==> config.mk <==
export PLATFORM = sky130hd
export DESIGN_NAME = regs_bus_arbiter
export DESIGN_NICKNAME = d
export VERILOG_FILES = /design/src/rtl/regs_bus_arbiter.sv
export SDC_FILE = /design/constraint.sdc
export NUM_CORES = 1
export LEC_CHECK = 0
export CAP_MARGIN = 20
export CORE_MARGIN = 2
export CORE_UTILIZATION = 45
export DETAILED_ROUTE_END_ITERATION = 12
export GPL_ROUTABILITY_DRIVEN = 0
export PLACE_DENSITY_LB_ADDON = 0.05
export SKIP_CTS_REPAIR_TIMING = 1
export SKIP_LAST_GASP = 1
export SYNTH_ARGS = -nofsm -noshare
export SYNTH_HDL_FRONTEND = slang
export SYNTH_SLANG_ARGS = --single-unit
==> constraint.sdc <==
create_clock -name clk -period 2.5 [get_ports clk]
set_input_delay 0.25 -clock clk [delete_from_list [all_inputs] [get_ports clk]]
set_output_delay 0.25 -clock clk [all_outputs]
set_load 0.02 [all_outputs]
==> src/rtl/regs_bus_arbiter.sv <==
`default_nettype none
`timescale 1ns/1ps
// ============================================================================
//  Module   : regs_bus_arbiter
//  Purpose  : Two-requester round-robin arbiter/sequencer in front of the
//             32-bit register block (DATA0 / DATA0_SR / DATA1 / DATA1_SR).
//             Exactly one single-cycle wr_en/rd_en access is issued at a
//             time; the result returns as a one-cycle ack, with err set for
//             unmapped or unaligned addresses (those never reach the block).
//  Ports    : clk, rst_n              - clock, async active-low reset
//             mX_req/we/addr/wdata    - request from master X (0 or 1)
//             mX_ack/err/rdata        - registered response to master X
//             wr_en/rd_en/addr/wdata  - registered register-block strobes
//             rdata                   - register-block read data (comb.)
//  Revision : 1.0 - initial release
// ============================================================================
module regs_bus_arbiter #(
  parameter int               DW            = 32,
  parameter int               AW            = 10,
  parameter logic [AW-1:0]    ADDR_DATA0    = 10'h0,
  parameter logic [AW-1:0]    ADDR_DATA0_SR = 10'h4,
  parameter logic [AW-1:0]    ADDR_DATA1    = 10'h8,
  parameter logic [AW-1:0]    ADDR_DATA1_SR = 10'hC
) (
  input  logic          clk,
  input  logic          rst_n,
  input  logic          m0_req,
  input  logic          m0_we,
  input  logic [AW-1:0] m0_addr,
  input  logic [DW-1:0] m0_wdata,
  output logic          m0_ack,
  output logic          m0_err,
  output logic [DW-1:0] m0_rdata,
  input  logic          m1_req,
  input  logic          m1_we,
  input  logic [AW-1:0] m1_addr,
  input  logic [DW-1:0] m1_wdata,
  output logic          m1_ack,
  output logic          m1_err,
  output logic [DW-1:0] m1_rdata,
  output logic          wr_en,
  output logic          rd_en,
  output logic [AW-1:0] addr,
  output logic [DW-1:0] wdata,
  input  logic [DW-1:0] rdata
);

  localparam logic [1:0] S_IDLE   = 2'd0;
  localparam logic [1:0] S_ACCESS = 2'd1;
  localparam logic [1:0] S_RESP   = 2'd2;

  logic [1:0]    r_state;
  logic          r_last_grant;
  logic          r_sel;
  logic          r_err_pend;
  logic          r_rd_pend;
  logic          r_wr_en;
  logic          r_rd_en;
  logic [AW-1:0] r_addr;
  logic [DW-1:0] r_wdata;
  logic          r_m0_ack;
  logic          r_m0_err;
  logic [DW-1:0] r_m0_rdata;
  logic          r_m1_ack;
  logic          r_m1_err;
  logic [DW-1:0] r_m1_rdata;

  logic          w_gnt1;
  logic          w_any;
  logic          w_we;
  logic [AW-1:0] w_addr;
  logic [DW-1:0] w_wdata;
  logic          w_legal;

  // Master 1 wins when it is alone, or on a tie when master 0 was served
  // last (r_last_grant == 0). Otherwise the grant falls to master 0.
  assign w_gnt1  = m1_req & (~m0_req | ~r_last_grant);
  assign w_any   = m0_req | m1_req;
  assign w_we    = w_gnt1 ? m1_we    : m0_we;
  assign w_addr  = w_gnt1 ? m1_addr  : m0_addr;
  assign w_wdata = w_gnt1 ? m1_wdata : m0_wdata;

  // Exact match against the four word addresses also rejects unaligned ones.
  assign w_legal = (w_addr == ADDR_DATA0)    | (w_addr == ADDR_DATA0_SR) |
                   (w_addr == ADDR_DATA1)    | (w_addr == ADDR_DATA1_SR);

  always_ff @(posedge clk or negedge rst_n) begin
    if (!rst_n) begin
      r_state      <= S_IDLE;
      r_last_grant <= 1'b1;
      r_sel        <= 1'b0;
      r_err_pend   <= 1'b0;
      r_rd_pend    <= 1'b0;
      r_wr_en      <= 1'b0;
      r_rd_en      <= 1'b0;
      r_addr       <= '0;
      r_wdata      <= '0;
      r_m0_ack     <= 1'b0;
      r_m0_err     <= 1'b0;
      r_m0_rdata   <= '0;
      r_m1_ack     <= 1'b0;
      r_m1_err     <= 1'b0;
      r_m1_rdata   <= '0;
    end else begin
      case (r_state)
        S_IDLE: begin
          if (w_any) begin
            r_sel        <= w_gnt1;
            r_last_grant <= w_gnt1;
            r_err_pend   <= ~w_legal;
            r_rd_pend    <= w_legal & ~w_we;
            // Illegal requests still pass through ACCESS so every
            // transaction has the same 3-cycle shape, just without strobes.
            if (w_legal) begin
              r_wr_en <= w_we;
              r_rd_en <= ~w_we;
              r_addr  <= w_addr;
              r_wdata <= w_wdata;
            end
            r_state <= S_ACCESS;
          end
        end
        S_ACCESS: begin
          r_wr_en <= 1'b0;
          r_rd_en <= 1'b0;
          r_addr  <= '0;
          r_wdata <= '0;
          if (r_sel) begin
            r_m1_ack   <= 1'b1;
            r_m1_err   <= r_err_pend;
            r_m1_rdata <= r_rd_pend ? rdata : '0;
          end else begin
            r_m0_ack   <= 1'b1;
            r_m0_err   <= r_err_pend;
            r_m0_rdata <= r_rd_pend ? rdata : '0;
          end
          r_state <= S_RESP;
        end
        S_RESP: begin
          // rdata registers hold until that port's next response.
          r_m0_ack <= 1'b0;
          r_m0_err <= 1'b0;
          r_m1_ack <= 1'b0;
          r_m1_err <= 1'b0;
          r_state  <= S_IDLE;
        end
        default: begin
          r_state <= S_IDLE;
        end
      endcase
    end
  end

  assign wr_en    = r_wr_en;
  assign rd_en    = r_rd_en;
  assign addr     = r_addr;
  assign wdata    = r_wdata;
  assign m0_ack   = r_m0_ack;
  assign m0_err   = r_m0_err;
  assign m0_rdata = r_m0_rdata;
  assign m1_ack   = r_m1_ack;
  assign m1_err   = r_m1_err;
  assign m1_rdata = r_m1_rdata;

endmodule
`default_nettype wire

# After elaboration in Yosys (flattened, before gate mapping)
# Cells that the tools add are included.
# op_classes
n_reduce_logical	10
eq_ne	9
bitwise_logic	12
n_mux	26
# op_table
op	n
two-way mux 32 bit	4
one-hot mux 32 bit (2 select lines)	1
two-way mux 10 bit	3
== test 10 x 4 -> 1 bit, second input constant	2
one-hot mux 10 bit (2 select lines)	1
one-hot mux 1 bit (2 select lines)	6
== test 10 x 3 -> 1 bit, second input constant	1
zero test 10 bit	1
AND reduction 2 bit	5
two-way mux 1 bit	9
inequality test 2 bit, second input constant	4
NOT 1 bit	5
OR 1 bit	5
one-hot mux 2 bit (2 select lines)	1
nonzero test 2 bit	2
AND reduction 3 bit	1
AND 1 bit	2
== test 2 x 1 -> 1 bit, second input constant	1
== test 2 bit, second input constant	1
zero test 2 bit	1
two-way mux 2 bit	1
# word_totals
word_cells	72
ff_bits	118
input_bits	122

# Longest topological paths before layout
# depth
depth_word	11
mapped_depth	8

# Worst setup path before layout
# OpenSTA, ideal clock, no wires.
# synth_path
path_type	register -> register
start	reg r_last_grant
end	reg r_err_pend
path_buffers	2
required_ps	2379
t_arrival_ps	1396
slack_ps	983
path_stages_with_launch	7
cell_sequence	dfstp_2 > a21boi_2 > nand3b_1 > a21o_1 > buf_6 > buf_6 > o22a_1
# synth_between
elab_chain_len	9
word_cells_on_any_way	12
classes_between	3 x eq/ne; 1 x mux; 7 x bitwise; 1 x reduce/logical
# synth_lines
element	line_no	text
start, declared	53	logic r_last_grant;
start signal, assigned	109	r_last_grant <= w_gnt1;
NOT 1 bit *	77	assign w_gnt1 = m1_req & (~m0_req | ~r_last_grant);
OR 1 bit *	77	
AND 1 bit *	77	
two-way mux 10 bit *	80	assign w_addr = w_gnt1 ? m1_addr : m0_addr;
== test 10 x 3 -> 1 bit or zero test 10 bit (tied branches)	84	assign w_legal = (w_addr == ADDR_DATA0) | (w_addr == ADDR_DATA0_SR) |
OR 1 bit (2 in series)	84	
OR 1 bit *	85	(w_addr == ADDR_DATA1) | (w_addr == ADDR_DATA1_SR);
NOT 1 bit *	110	r_err_pend <= ~w_legal;
end signal, assigned	110	
end, declared	55	logic r_err_pend;
# Mark *: on every way between the ends. The rest lies on a longest branch, timed or not.
# A chain may end at the register's enable or synchronous reset.

# Worst setup path after layout
# layout_path
start	reg r_last_grant
end	reg r_wdata[5] (netlist: wdata[5])
# layout_between
elab_chain_len	10
word_cells_on_any_way	17
classes_between	4 x eq/ne; 5 x mux; 6 x bitwise; 2 x reduce/logical
# layout_lines
element	line_no	text
NOT 1 bit *	77	
OR 1 bit *	77	
AND 1 bit *	77	
two-way mux 10 bit	80	
== test 10 x 3 -> 1 bit or zero test 10 bit (tied branches)	84	
OR 1 bit (2 in series)	84	
OR 1 bit	85	
inequality test 2 bit (no line)	--	
AND reduction 3 bit (no line)	--	
end signal, assigned	118	r_wdata <= w_wdata;
end, declared	60	logic [DW-1:0] r_wdata;
# Mark *: on every way between the ends. The rest lies on a longest branch, timed or not. The select of a mux whose other input is x is not followed.

==> qor.csv <==
metric,value,unit
status,completed,
numCtsBuffers,17,
slew_headroom,0.541,
syn_area,5170,um^2
die_x,111,um
synth_seq_cells,118,
synth-seq-area-share,0.572,
end_kind,flop,
yosys.area.top_type_share,0.566,
place_ws,0.216,ns
grt_first_pass_wirelength,22.3,mm
ios,234,
grt_pass1_vias,4482,
ant_nets,0,
grt_setup_unrepaired,false,
yosysMostFrequentCell,nand2_1,
fin_util,0.722,
worst_ep_arrival_time,2.19,ns
drive_above_1_share,0.115,
netlist_top_cells_area,"dfrtp_1, nand2_1, mux2_2",
yosys_most_used_dff,dfrtp_1,
finalHoldViolCount,0,
wire_per_inst,15.4,um
worstSetupPathType,flop to flop,
tightest_slew,0.689,ns
htree_num_levels,4,
setup_violations,0,
cts.sinks,118,
crit_fanout,23,
yosys_warnings,0,
antenna_found_initial,0,
place.port_buffers,233,
p_per_area,711,nW/um^2
firstDrtPassIters,5,
overflow,0,
cellLeakagePower,3.71,nW
holdWs,0.403,ns
cts_tree,yes,
cp.required,2.81,ns
synth_top_cells_by_count,"nand2_1, dfrtp_1, o21ai_0",
fin_ws,0.622,ns
wl,13.6,mm
cts-root-buf,clkbuf_16,
fin_setup_tns,0,ns
post-synth-top-area-cell,dfrtp_1,
grt_max_degree,77,
r2r_cells,5,
start_util,0.457,
vias,4411,
skew,0.00581,ns
peakVddDrop,0.389,mV
dieArea,12400,um^2
hold_path_class,input pin to asynchronous set/reset pin,
worstSkewPairLatency,0.40,ns
clk_pin_slew,0.05,ns
report.final.slew_viol_count,0,
period_needed,1.88,ns
die_y,111,um
timing.final.crit_share,0.751,
cp-start-kind,flop,
avgSynthCellArea,10.3,um^2
synth_cell_type_count,32,
async_flop_share,1.00,
cts_buffer_depth,2,
antenna_cells,0,
track_usage,0.226,
drt-initial-drc-count,268,
routed_via_density,4.98,
r2r_setup_slack,0.62,ns
syn_inst,503,
nets,852,
drc,0,
synth_edf_count,0,
core_area,11300,um^2
hpwl,9.82,mm
fmax,0.533,GHz
core.rowCount,39,
area_growth_syn_to_layout,58.1,%
max_cap_violations,0,
synth_nets,625,
[stage by stage]
step                      std cells  power (mW)  instance area, um^2
after global placement          853        3.57                 7620
final                           885        5.81                 8170
after CTS                       884        5.87                 8160
after floorplan                 503        3.02                 5170
after global routing            885        6.10                 8170
after detailed placement        853        3.60                 7620
[path summary, 6_finish.rpt]
kind,from,to
worst max-delay path,r_last_grant,wdata[5]
worst max register to register,r_last_grant,wdata[5]
min in group clk,rdata[23],m0_rdata[23]
worst min register to register,m0_rdata[17],m0_rdata[17]
worst min-delay path,rst_n,m0_rdata[23]
max in group asynchronous,rst_n,wdata[3]
[sequential cells by signal, indices dropped and copies added (netlist names), 2 cells and up]
name      flops
m0_rdata     32
wdata        32
r_state       2
addr         10
m1_rdata     32
[placed cells by master, fill, tap and decap left out, types with 2 or more instances in the layout]
master,n
a31o_2,2
clkinvlp_4,2
clkdlybuf4s50_1,232
nor3_1,3
buf_12,4
nor2b_1,4
dfrtp_1,117
bufinv_16,2
nand2_1,163
a2111oi_0,2
and3_1,8
mux2i_1,36
clkbuf_16,17
inv_1,5
nor2_1,3
buf_4,7
o22ai_1,3
clkbuf_1,3
clkinv_2,7
mux2_2,35
nand2b_1,2
o21ai_0,68
[metal layers]
metal	global-route usage	routed length, um
met2	0.377	6810
met4	0.0914	281
met5	0	0
met1	0.266	5400
met3	0.0815	1100
[worst max-delay path, stage by stage (launching register included)]
cell and delay [ns]:
dfstp_2 0.56, a21boi_4 0.08, a32oi_1 0.33, a21o_2 0.36
buf_12 0.24, mux2i_1 0.21
[report_power, final]
part,switching [mW],leakage [nW],internal [mW]
logic,0.789,1.81,0.611
clock network,0.808,0.269,1.44
registers,0.121,1.63,2.03
[kinds of logic after synthesis]
kind of cell | share of synthesized area
compound gates | 0.0884
simple gates | 0.151
mux | 0.146
flops | 0.572
buf+inv | 0.0431
[layout make-up]
| cell class | count | area [um^2] |
|---|---|---|
| fillers | 872 | 3150 |
| inverters | 6 | 22.5 |
| well taps | 143 | 179 |
| clock inverters | 11 | 110 |
| clock buffers | 20 | 437 |
| multi-input cells | 343 | 2010 |
| repair buffers | 244 | 2460 |
| flip-flops and latches | 118 | 2950 |
Note: power is estimated with default switching activity, not from simulation.
